### src/rtl/axis_deskew.sv
// axis_deskew: re-aligns R time-skewed result lanes from the systolic array
// into one word, buffers aligned words in a FIFO and presents them as an
// AXI4-Stream master. The shared enable e throttles the array so that a push
// never meets a full FIFO.
//
// Ports:
//   c              clock, all logic on rising edge
//   r              synchronous active-high reset
//   e              enable to array and internal delay lines
//   s_valid/s_last word tags, aligned to lane 0 data
//   s_data         skewed lane data, lane k arrives k enabled cycles after tag
//   m_axis_*       AXI4-Stream master (tdata lane k in bits [k*W +: W])
module axis_deskew #(
  parameter int unsigned R     = 4,
  parameter int unsigned W     = 8,
  parameter int unsigned DEPTH = 8
) (
  input  logic                c,
  input  logic                r,
  output logic                e,
  input  logic                s_valid,
  input  logic                s_last,
  input  logic [R-1:0][W-1:0] s_data,
  output logic                m_axis_tvalid,
  input  logic                m_axis_tready,
  output logic [R*W-1:0]      m_axis_tdata,
  output logic                m_axis_tlast
);

  localparam int unsigned AW = (DEPTH > 1) ? $clog2(DEPTH) : 1;

  logic [R*W-1:0] word;
  logic           tag_v;
  logic           tag_l;

  // Lane k is delayed by R-1-k enabled cycles; lane R-1 is used live.
  for (genvar k = 0; k < R - 1; k++) begin : g_lane
    localparam int unsigned N = R - 1 - k;
    logic [W-1:0] sr [N];

    always_ff @(posedge c) begin
      if (r) begin
        for (int unsigned i = 0; i < N; i++) sr[i] <= '0;
      end else if (e) begin
        sr[0] <= s_data[k];
        for (int unsigned i = 1; i < N; i++) sr[i] <= sr[i-1];
      end
    end

    assign word[k*W +: W] = sr[N-1];
  end

  assign word[(R-1)*W +: W] = s_data[R-1];

  // Tag pipeline matches the deepest lane delay (R-1 stages).
  if (R > 1) begin : g_tag
    logic tv [R-1];
    logic tl [R-1];

    always_ff @(posedge c) begin
      if (r) begin
        for (int unsigned i = 0; i < R - 1; i++) begin
          tv[i] <= 1'b0;
          tl[i] <= 1'b0;
        end
      end else if (e) begin
        tv[0] <= s_valid;
        tl[0] <= s_last;
        for (int unsigned i = 1; i < R - 1; i++) begin
          tv[i] <= tv[i-1];
          tl[i] <= tl[i-1];
        end
      end
    end

    assign tag_v = tv[R-2];
    assign tag_l = tl[R-2];
  end else begin : g_notag
    assign tag_v = s_valid;
    assign tag_l = s_last;
  end

  // Output FIFO
  logic [R*W:0]  mem [DEPTH];
  logic [AW-1:0] wp;
  logic [AW-1:0] rp;
  logic [AW:0]   cnt;
  logic          full;
  logic          push;
  logic          pop;
  logic [R*W:0]  head;

  // cnt never exceeds DEPTH (a power of two), so its MSB alone means full.
  assign full = cnt[AW];
  assign e    = !r && !full;
  assign push = e && tag_v;
  assign pop  = m_axis_tvalid && m_axis_tready;

  always_ff @(posedge c) begin
    if (push) mem[wp] <= {tag_l, word};
  end

  always_ff @(posedge c) begin
    if (r) begin
      wp  <= '0;
      rp  <= '0;
      cnt <= '0;
    end else begin
      if (push) wp <= wp + 1'b1;
      if (pop)  rp <= rp + 1'b1;
      case ({push, pop})
        2'b10:   cnt <= cnt + 1'b1;
        2'b01:   cnt <= cnt - 1'b1;
        default: cnt <= cnt;
      endcase
    end
  end

  assign head          = mem[rp];
  assign m_axis_tvalid = !r && (cnt != '0);
  // Data is forced to zero when nothing is valid so stale memory never shows.
  assign m_axis_tdata  = m_axis_tvalid ? head[R*W-1:0] : '0;
  assign m_axis_tlast  = m_axis_tvalid && head[R*W];

endmodule

### config.mk
export PLATFORM = sky130hd
export DESIGN_NAME = axis_deskew
export DESIGN_NICKNAME = d
export VERILOG_FILES = /design/src/rtl/axis_deskew.sv
export SDC_FILE = /design/constraint.sdc
export NUM_CORES = 1
export LEC_CHECK = 0
export ABC_AREA = 1
export CORE_MARGIN = 4
export CORE_UTILIZATION = 50
export DETAILED_ROUTE_END_ITERATION = 10
export PLACE_DENSITY = 0.69
export SETUP_SLACK_MARGIN = 0.5
export SYNTH_ARGS = -nofsm -noshare
export SYNTH_HDL_FRONTEND = slang
export SYNTH_SLANG_ARGS = --single-unit
### constraint.sdc
create_clock -name c -period 6.6 [get_ports c]
set_input_delay 1.32 -clock c [delete_from_list [all_inputs] [get_ports c]]
set_output_delay 1.32 -clock c [all_outputs]
set_load 0.02 [all_outputs]
==> results of run 1 <==
==> per-stage QoR <==
step / utilization (%) / setup WS, ns / area, µm²
final: 58.1 / 1.46 / 15100
after global routing: 58.1 / 1.23 / 15100
after CTS: 58.1 / 1.39 / 15100
after detailed placement: 54.3 / 1.38 / 14100
after global placement: 54.3 / 1.48 / 14100
after floorplan: - / 1.76 / 13200
==> final cells by class <==
class | count | area share (%)
inverters | 74 | 1.86
clock inverters | 14 | 0.638
repair buffers | 87 | 5.50
well taps | 335 | 2.78
flip-flops and latches | 331 | 65.0
multi-input cells | 616 | 18.2
clock buffers | 43 | 6.00
==> Yosys cell counts <==
cell	count
sky130_fd_sc_hd__inv_1	71
sky130_fd_sc_hd__inv_4	1
sky130_fd_sc_hd__nand2_1	19
sky130_fd_sc_hd__nor2_2	1
sky130_fd_sc_hd__buf_6	11
sky130_fd_sc_hd__o21ai_1	132
sky130_fd_sc_hd__o21ai_0	107
sky130_fd_sc_hd__inv_2	2
sky130_fd_sc_hd__xor2_1	3
sky130_fd_sc_hd__buf_1	4
sky130_fd_sc_hd__ha_1	5
sky130_fd_sc_hd__buf_4	4
sky130_fd_sc_hd__nor3_1	2
sky130_fd_sc_hd__buf_2	26
sky130_fd_sc_hd__buf_12	1
sky130_fd_sc_hd__a21oi_1	11
sky130_fd_sc_hd__nand2_2	1
sky130_fd_sc_hd__clkbuf_4	2
sky130_fd_sc_hd__clkbuf_1	11
sky130_fd_sc_hd__dfxtp_1	13
sky130_fd_sc_hd__nand3_1	3
sky130_fd_sc_hd__nor2_1	332
sky130_fd_sc_hd__edfxtp_1	318
==> kinds of logic (layout without fill, tap and decap cells) <==
family,count (synthesis),count (layout),share of synthesized area (%)
flops,331,331,74.5
fa+ha+maj,5,5,0.475
buf+inv,133,218,4.98
simple gates,358,358,10.3
xor+xnor,3,3,0.200
compound gates,250,250,9.51
==> worst min-delay path, delay by kind of cell, from the launching register on <==
family             cells  cell delay [ns]
and+or+nand+nor        1             0.07
DFF                    1             0.33
AOI/OAI and AO/OA      1             0.06
==> state kept, by name (all words and copies together), names as in the netlist, named ones only <==
| signal | cells |
|---|---|
| g_tag.tv | 3 |
| wp | 3 |
| cnt | 4 |
| mem | 264 |
| rp | 3 |
| g_lane.sr | 48 |
| g_tag.tl | 3 |
==> power by group through the flow <==
stage	Sequential [mW]	Clock (mW)	Combinational, mW
global route	2.81	1.85	1.20
CTS	2.78	1.76	1.08
finish	2.78	1.73	1.06
global placement	2.82	0	1.06
floorplan	2.74	0	0.778
detailed placement	2.83	0	1.08
==> per-layer routing <==
layer  GRT usage (%)  share of wire (%)
met1            24.1                 44
met2            28.2                 47
met3            2.65                5.5
met4            6.49                2.8
met5               0                  0
==> worst paths after layout <==
kind                                    endpoint  startpoint  depth (start not counted)
worst min-delay path                       wp[0]       wp[0]                          2
worst max-delay path            m_axis_tdata[11]           r                          8
worst max register to register        mem[4][30]      cnt[3]                          6
worst min register to register             wp[0]       wp[0]                          2
==> out/qor.log, run 1 <==
INFO  timing         grt_setup_unrepaired=false
INFO  timing         final_hold_violating_endpoints=0
INFO  critical_path  critPathMaxFanout=19
INFO  critical_path  timing.critical_path.arrival=3.82ns
INFO  cells_and_area layout_fillers=2062
INFO  clock_network  post_cts_buffers=0
INFO  global_routing antenna_found_initial=0
INFO  floorplan      core_region_area=26000µm²
INFO  clock_network  clock-sinks=331
INFO  global_routing globalRouteOverflowTotal=0
INFO  timing         finalSetupViolations=0
INFO  power_and_ir_drop power_switching_share=28.2%
INFO  synth          postSynthCellCount=1080
INFO  timing         slew-limit-headroom=33.0%
INFO  drt            first_iter_violations=520
INFO  drt            wirelength=25200µm
INFO  clock_network  htreeDepth=2
INFO  critical_path  critPathMaxStageDelay=0.61ns
INFO  synth          synth_largest_type_area_fraction=72.6%
INFO  placed_design  numPlacedInstances=1443
INFO  clock_network  cts-root-buf=sky130_fd_sc_hd__clkbuf_16
INFO  floorplan      placementRows=59
INFO  synth          synth_area=13200µm²
INFO  power_and_ir_drop p_per_area=369nW/µm²
INFO  clock_network  cts_tree=yes
INFO  cells_and_area share_of_post_route_cells_with_drive_strength_above_1=6.35%
INFO  floorplan      die_w=170µm
INFO  drt            drt_pass1_iterations=7
INFO  timing         worst_hold_slack=0.511ns
INFO  synth          ys_warn_count=0
INFO  global_routing via_count_of_the_first_global_routing_pass=7588
INFO  global_routing grt_max_degree=98
INFO  power_and_ir_drop pwr_total=5.57mW
INFO  critical_path  end_kind=output port
INFO  floorplan      starting_utilization_of_the_core_area=50.6%
INFO  synth          postSynthNetCount=1122
INFO  cells_and_area layout_common_cells=sky130_fd_sc_hd__nor2_1 (326), sky130_fd_sc_hd__edfxtp_1 (318), sky130_fd_sc_hd__o21ai_1 (132)
INFO  placed_design  buffer_ports.inserted=71
INFO  power_and_ir_drop total_leakage_power=5.32nW
INFO  drt            avgRoutedWirePerCell=16.8µm
INFO  clock_network  hold_fix_buffers_at_cts=0
INFO  critical_path  worstPathCellList=clkdlybuf4s50_1 > inv_2 > nand2_1 > inv_1 > buf_4 > o21ai_1 > nor2_1 > clkdlybuf4s50_1
INFO  cells_and_area layout_cells_excl_fill=1500
INFO  synth          syn_area_per_cell=12.2µm²
INFO  critical_path  worst_path_most_repeated_cell=sky130_fd_sc_hd__clkdlybuf4s50_1
INFO  power_and_ir_drop ir_worst_vdd=0.192mV
INFO  timing         max_clock_freq=194MHz
INFO  power_and_ir_drop share_clk_of_total_power=31.0%
INFO  timing         slew_violations=0
INFO  floorplan      total_die_area=29000µm²
INFO  cells_and_area final_common_cell=sky130_fd_sc_hd__nor2_1
INFO  global_routing grt_first_pass_wirelength=39600µm
INFO  timing         fin_crit_sh=77.9%
INFO  synth          synth_area_leader_cell=sky130_fd_sc_hd__edfxtp_1
INFO  critical_path  critPathBufInv=5
INFO  critical_path  timing.critical_path.max_delay_family=buffers and inverters
INFO  power_and_ir_drop share_of_total_power_in_combinational_logic=19.1%
INFO  clock_network  skew_pair_late_insertion_delay=0.50ns
INFO  power_and_ir_drop switchingPower=1.57mW
INFO  synth          synthDistinctLibCells=23
INFO  clock_network  clk_transition_reported_paths=0.06ns
INFO  run            max-cap-violations=0
INFO  critical_path  ff2ff_setup_slack=4.41ns
INFO  cells_and_area area_of_the_multi_input_gates=2750µm²
INFO  placed_design  gp_congestion=0.796
INFO  drt            postRouteAntennaNets=0
INFO  power_and_ir_drop intPower=4.00mW
INFO  floorplan      number_of_ports_placed_on_the_die_boundary=72
INFO  global_routing gr-usage-all-layers=17.4%
INFO  drt            drt_drc_violations_left=0
INFO  min_path       type_of_the_most_critical_hold_path=register to register
INFO  cells_and_area ff_latch_area=9820µm²
INFO  critical_path  startpoint_kind_of_the_worst_setup_timing_path=input pin
INFO  run_status     run_status=complete, no violations
INFO  power_and_ir_drop seq_power_share=49.9%
INFO  cells_and_area insertedDiodeCount=0
INFO  timing         timing.setup.tns=0ns
INFO  critical_path  timing_worst_setup_path_type=input pin to output port
INFO  cells_and_area layout-area-overhead-vs-synth=14.8%
INFO  synth          ys_seq_area_share=74.5%
INFO  drt            vias_per_cell=5.20
INFO  critical_path  crit_slowest_cell=sky130_fd_sc_hd__clkdlybuf4s50_1
INFO  clock_network  ctsResizeCount=0
INFO  cells_and_area design.final.nets=1186
INFO  timing         layout_min_cycle_time=5.14ns
INFO  synth          postSynthRegisterBits=331
INFO  placed_design  final_hpwl_dp=13300µm
INFO  drt            overall_via_count_from_detail_route=7802
INFO  clock_network  clk_path_buf_depth=3
INFO  clock_network  tritoncts.num_buffers=34
INFO  floorplan      die_h=170µm
INFO  synth          synth_area_leaders=sky130_fd_sc_hd__edfxtp_1 (73%), sky130_fd_sc_hd__nor2_1 (9.5%), sky130_fd_sc_hd__o21ai_1 (5.0%), sky130_fd_sc_hd__o21ai_0 (4.1%), sky130_fd_sc_hd__inv_1 (2.0%)
INFO  critical_path  cp.required=5.28ns
INFO  timing         fin_skew=0.0241ns
INFO  timing         max_slew.worst_pin.slew=1.01ns
Note: power is estimated with default switching activity, not from simulation.
==> run 2: changes to the inputs <==
--- a/config.mk
+++ b/config.mk
@@ -9,7 +9,7 @@
 export CORE_MARGIN = 4
 export CORE_UTILIZATION = 50
 export DETAILED_ROUTE_END_ITERATION = 10
-export PLACE_DENSITY = 0.69
+export PLACE_DENSITY = 0.71
 export SETUP_SLACK_MARGIN = 0.5
 export SYNTH_ARGS = -nofsm -noshare
 export SYNTH_HDL_FRONTEND = slang
==> constraint.sdc (replaced) <==
create_clock -name c -period 4.4 [get_ports c]
set_input_delay 0.88 -clock c [delete_from_list [all_inputs] [get_ports c]]
set_output_delay 0.88 -clock c [all_outputs]
set_load 0.02 [all_outputs]
==> out/qor.log, run 2 (same netlist as run 1, synthesis figures left out) <==
INFO  clock_network  htreeDepth=2
INFO  min_path       type_of_the_most_critical_hold_path=register to register
INFO  timing         timing.setup.tns=0ns
INFO  placed_design  gp_congestion=0.744
INFO  global_routing grt_max_degree=133
INFO  global_routing antenna_found_initial=0
INFO  cells_and_area layout-area-overhead-vs-synth=16.8%
INFO  run_status     run_status=complete, no violations
INFO  placed_design  total_cell_area_at_the_placement_stage=14200µm²
INFO  clock_network  clk_path_buf_depth=3
INFO  floorplan      die_h=170µm
INFO  global_routing globalRouteOverflowTotal=0
INFO  timing         grt_setup_unrepaired=false
INFO  timing         fin_skew=0.0195ns
INFO  drt            first_iter_violations=665
INFO  critical_path  timing.critical_path.arrival=2.88ns
INFO  floorplan      placementRows=59
INFO  cells_and_area design_area=15400µm²
INFO  timing         max_clock_freq=266MHz
INFO  timing         slew-limit-headroom=36.8%
INFO  clock_network  clock-sinks=331
INFO  timing         layout_min_cycle_time=3.76ns
INFO  timing         max_slew.worst_pin.slew=0.946ns
INFO  timing         finalSetupViolations=0
INFO  cells_and_area ff_latch_area=9820µm²
INFO  cells_and_area largest_reg_flops=264
INFO  clock_network  skew_pair_late_insertion_delay=0.51ns
INFO  min_path       hp-start=wp[0]
INFO  critical_path  timing_worst_setup_path_type=input pin to output port
INFO  run            max-cap-violations=0
INFO  floorplan      number_of_ports_placed_on_the_die_boundary=72
INFO  floorplan      total_die_area=29000µm²
INFO  critical_path  end_kind=output port
INFO  cells_and_area layout_fillers=2058
INFO  power_and_ir_drop total_leakage_power=5.45nW
INFO  floorplan      starting_utilization_of_the_core_area=50.6%
INFO  clock_network  tritoncts.num_buffers=34
INFO  placed_design  final_hpwl_dp=14800µm
INFO  global_routing gr-usage-all-layers=18.5%
INFO  cells_and_area insertedDiodeCount=0
INFO  drt            vias_per_cell=5.30
INFO  floorplan      die_w=170µm
INFO  cells_and_area max_flop_register=mem
INFO  cells_and_area final_common_cell=sky130_fd_sc_hd__nor2_1
INFO  critical_path  cp.required=3.52ns
INFO  cells_and_area design.final.nets=1192
INFO  cells_and_area largestRegisters=mem (264), g_lane.sr (48), cnt (4)
INFO  placed_design  buffer_ports.inserted=71
INFO  drt            overall_via_count_from_detail_route=8005
INFO  drt            drt_pass1_iterations=7
INFO  timing         fin_crit_sh=85.4%
INFO  drt            postRouteAntennaNets=0
INFO  cells_and_area layout_common_cells=sky130_fd_sc_hd__nor2_1 (326), sky130_fd_sc_hd__edfxtp_1 (318), sky130_fd_sc_hd__o21ai_1 (132)
INFO  critical_path  critPathMaxFanout=31
INFO  critical_path  cp-startpoint=r
INFO  global_routing via_count_of_the_first_global_routing_pass=7753
INFO  drt            drt_drc_violations_left=0
INFO  power_and_ir_drop p_per_area=565nW/µm²
INFO  clock_network  clk_transition_reported_paths=0.06ns
INFO  power_and_ir_drop ir_worst_vdd=0.291mV
INFO  drt            avgRoutedWirePerCell=17.5µm
INFO  cells_and_area share_of_post_route_cells_with_drive_strength_above_1=7.40%
INFO  critical_path  startpoint_kind_of_the_worst_setup_timing_path=input pin
INFO  floorplan      core_region_area=26000µm²
INFO  critical_path  worstReg2RegStart=cnt[3]
INFO  cells_and_area area_of_the_multi_input_gates=2770µm²
INFO  global_routing grt_first_pass_wirelength=41700µm
INFO  drt            wirelength=26500µm
INFO  clock_network  cts_tree=yes
INFO  clock_network  cts-root-buf=sky130_fd_sc_hd__clkbuf_16
INFO  timing         slew_violations=0
INFO  timing         final_hold_violating_endpoints=0
-- run 2: cell count changes in the layout (fill, tap and decap cells not counted), moves of 2 or more --
cell / before / now
sky130_fd_sc_hd__clkinv_1: 7 / 5
sky130_fd_sc_hd__clkbuf_8: 0 / 2
sky130_fd_sc_hd__nor3_2: 2 / 0
sky130_fd_sc_hd__nor3_4: 0 / 2
sky130_fd_sc_hd__dlymetal6s2s_1: 0 / 2
sky130_fd_sc_hd__bufinv_16: 1 / 3
sky130_fd_sc_hd__buf_12: 0 / 6
sky130_fd_sc_hd__clkbuf_16: 35 / 37
sky130_fd_sc_hd__clkdlybuf4s50_1: 71 / 69
-- run 2: what timing repair did --
action | in CTS | in global routing
hold endpoints to repair | 0 | 0
setup endpoints to repair | 0 | 19
setup buffers | 0 | 0
gates resized for setup | 0 | 4
hold buffers | 0 | 0
-- run 2: final timing paths --
path	to	cells past startpoint	slack (ns)
min reg2reg	wp[0]	2	0.49
min	wp[0]	2	0.49
max reg2reg	mem[2][7]	6	2.10
max	m_axis_tlast	8	0.64
-- run 2: area by class of cell --
| class | instances | area share, % |
|---|---|---|
| flip-flops and latches | 331 | 63.9 |
| repair buffers | 93 | 6.22 |
| multi-input cells | 616 | 18.0 |
| clock buffers | 47 | 6.40 |
| clock inverters | 14 | 0.961 |
| well taps | 335 | 2.73 |
| inverters | 74 | 1.84 |
-- run 2: metal layers --
| metal | wire length [µm] | GRT usage [%] |
|---|---|---|
| met5 | 0 | 0 |
| met4 | 522 | 5.03 |
| met3 | 1490 | 3.04 |
| met2 | 13300 | 32.0 |
| met1 | 11200 | 24.5 |
-- run 2: per-stage QoR --
step	setup slack [ns]	power, mW	util, %	hold slack [ns]	cells
after detailed placement	0.551	5.91	54.8	0.488	1449
after CTS	0.551	8.76	59.1	0.497	1510
final	0.642	8.69	59.2	0.495	1510
after floorplan	0.900	5.27	-	0.456	1080
after global routing	0.529	9.12	59.2	0.528	1510
after global placement	0.620	5.87	54.8	0.484	1449
-- run 2: where the power goes --
part / total (mW) / switching, mW / internal [mW] / leakage (nW)
registers: 4.13 / 0.220 / 3.91 / 3.15
logic: 1.70 / 1.09 / 0.609 / 1.75
clock network: 2.86 / 1.12 / 1.74 / 0.552
-- run 2: worst max-delay path: stages --
cell and delay, ns:
sky130_fd_sc_hd__clkdlybuf4s50_1 0.50, sky130_fd_sc_hd__inv_2 0.17, sky130_fd_sc_hd__nand2_1 0.11, sky130_fd_sc_hd__inv_2 0.13, sky130_fd_sc_hd__buf_12 0.20, sky130_fd_sc_hd__o21ai_0 0.11, sky130_fd_sc_hd__nor2_1 0.12, sky130_fd_sc_hd__clkdlybuf4s50_1 0.61
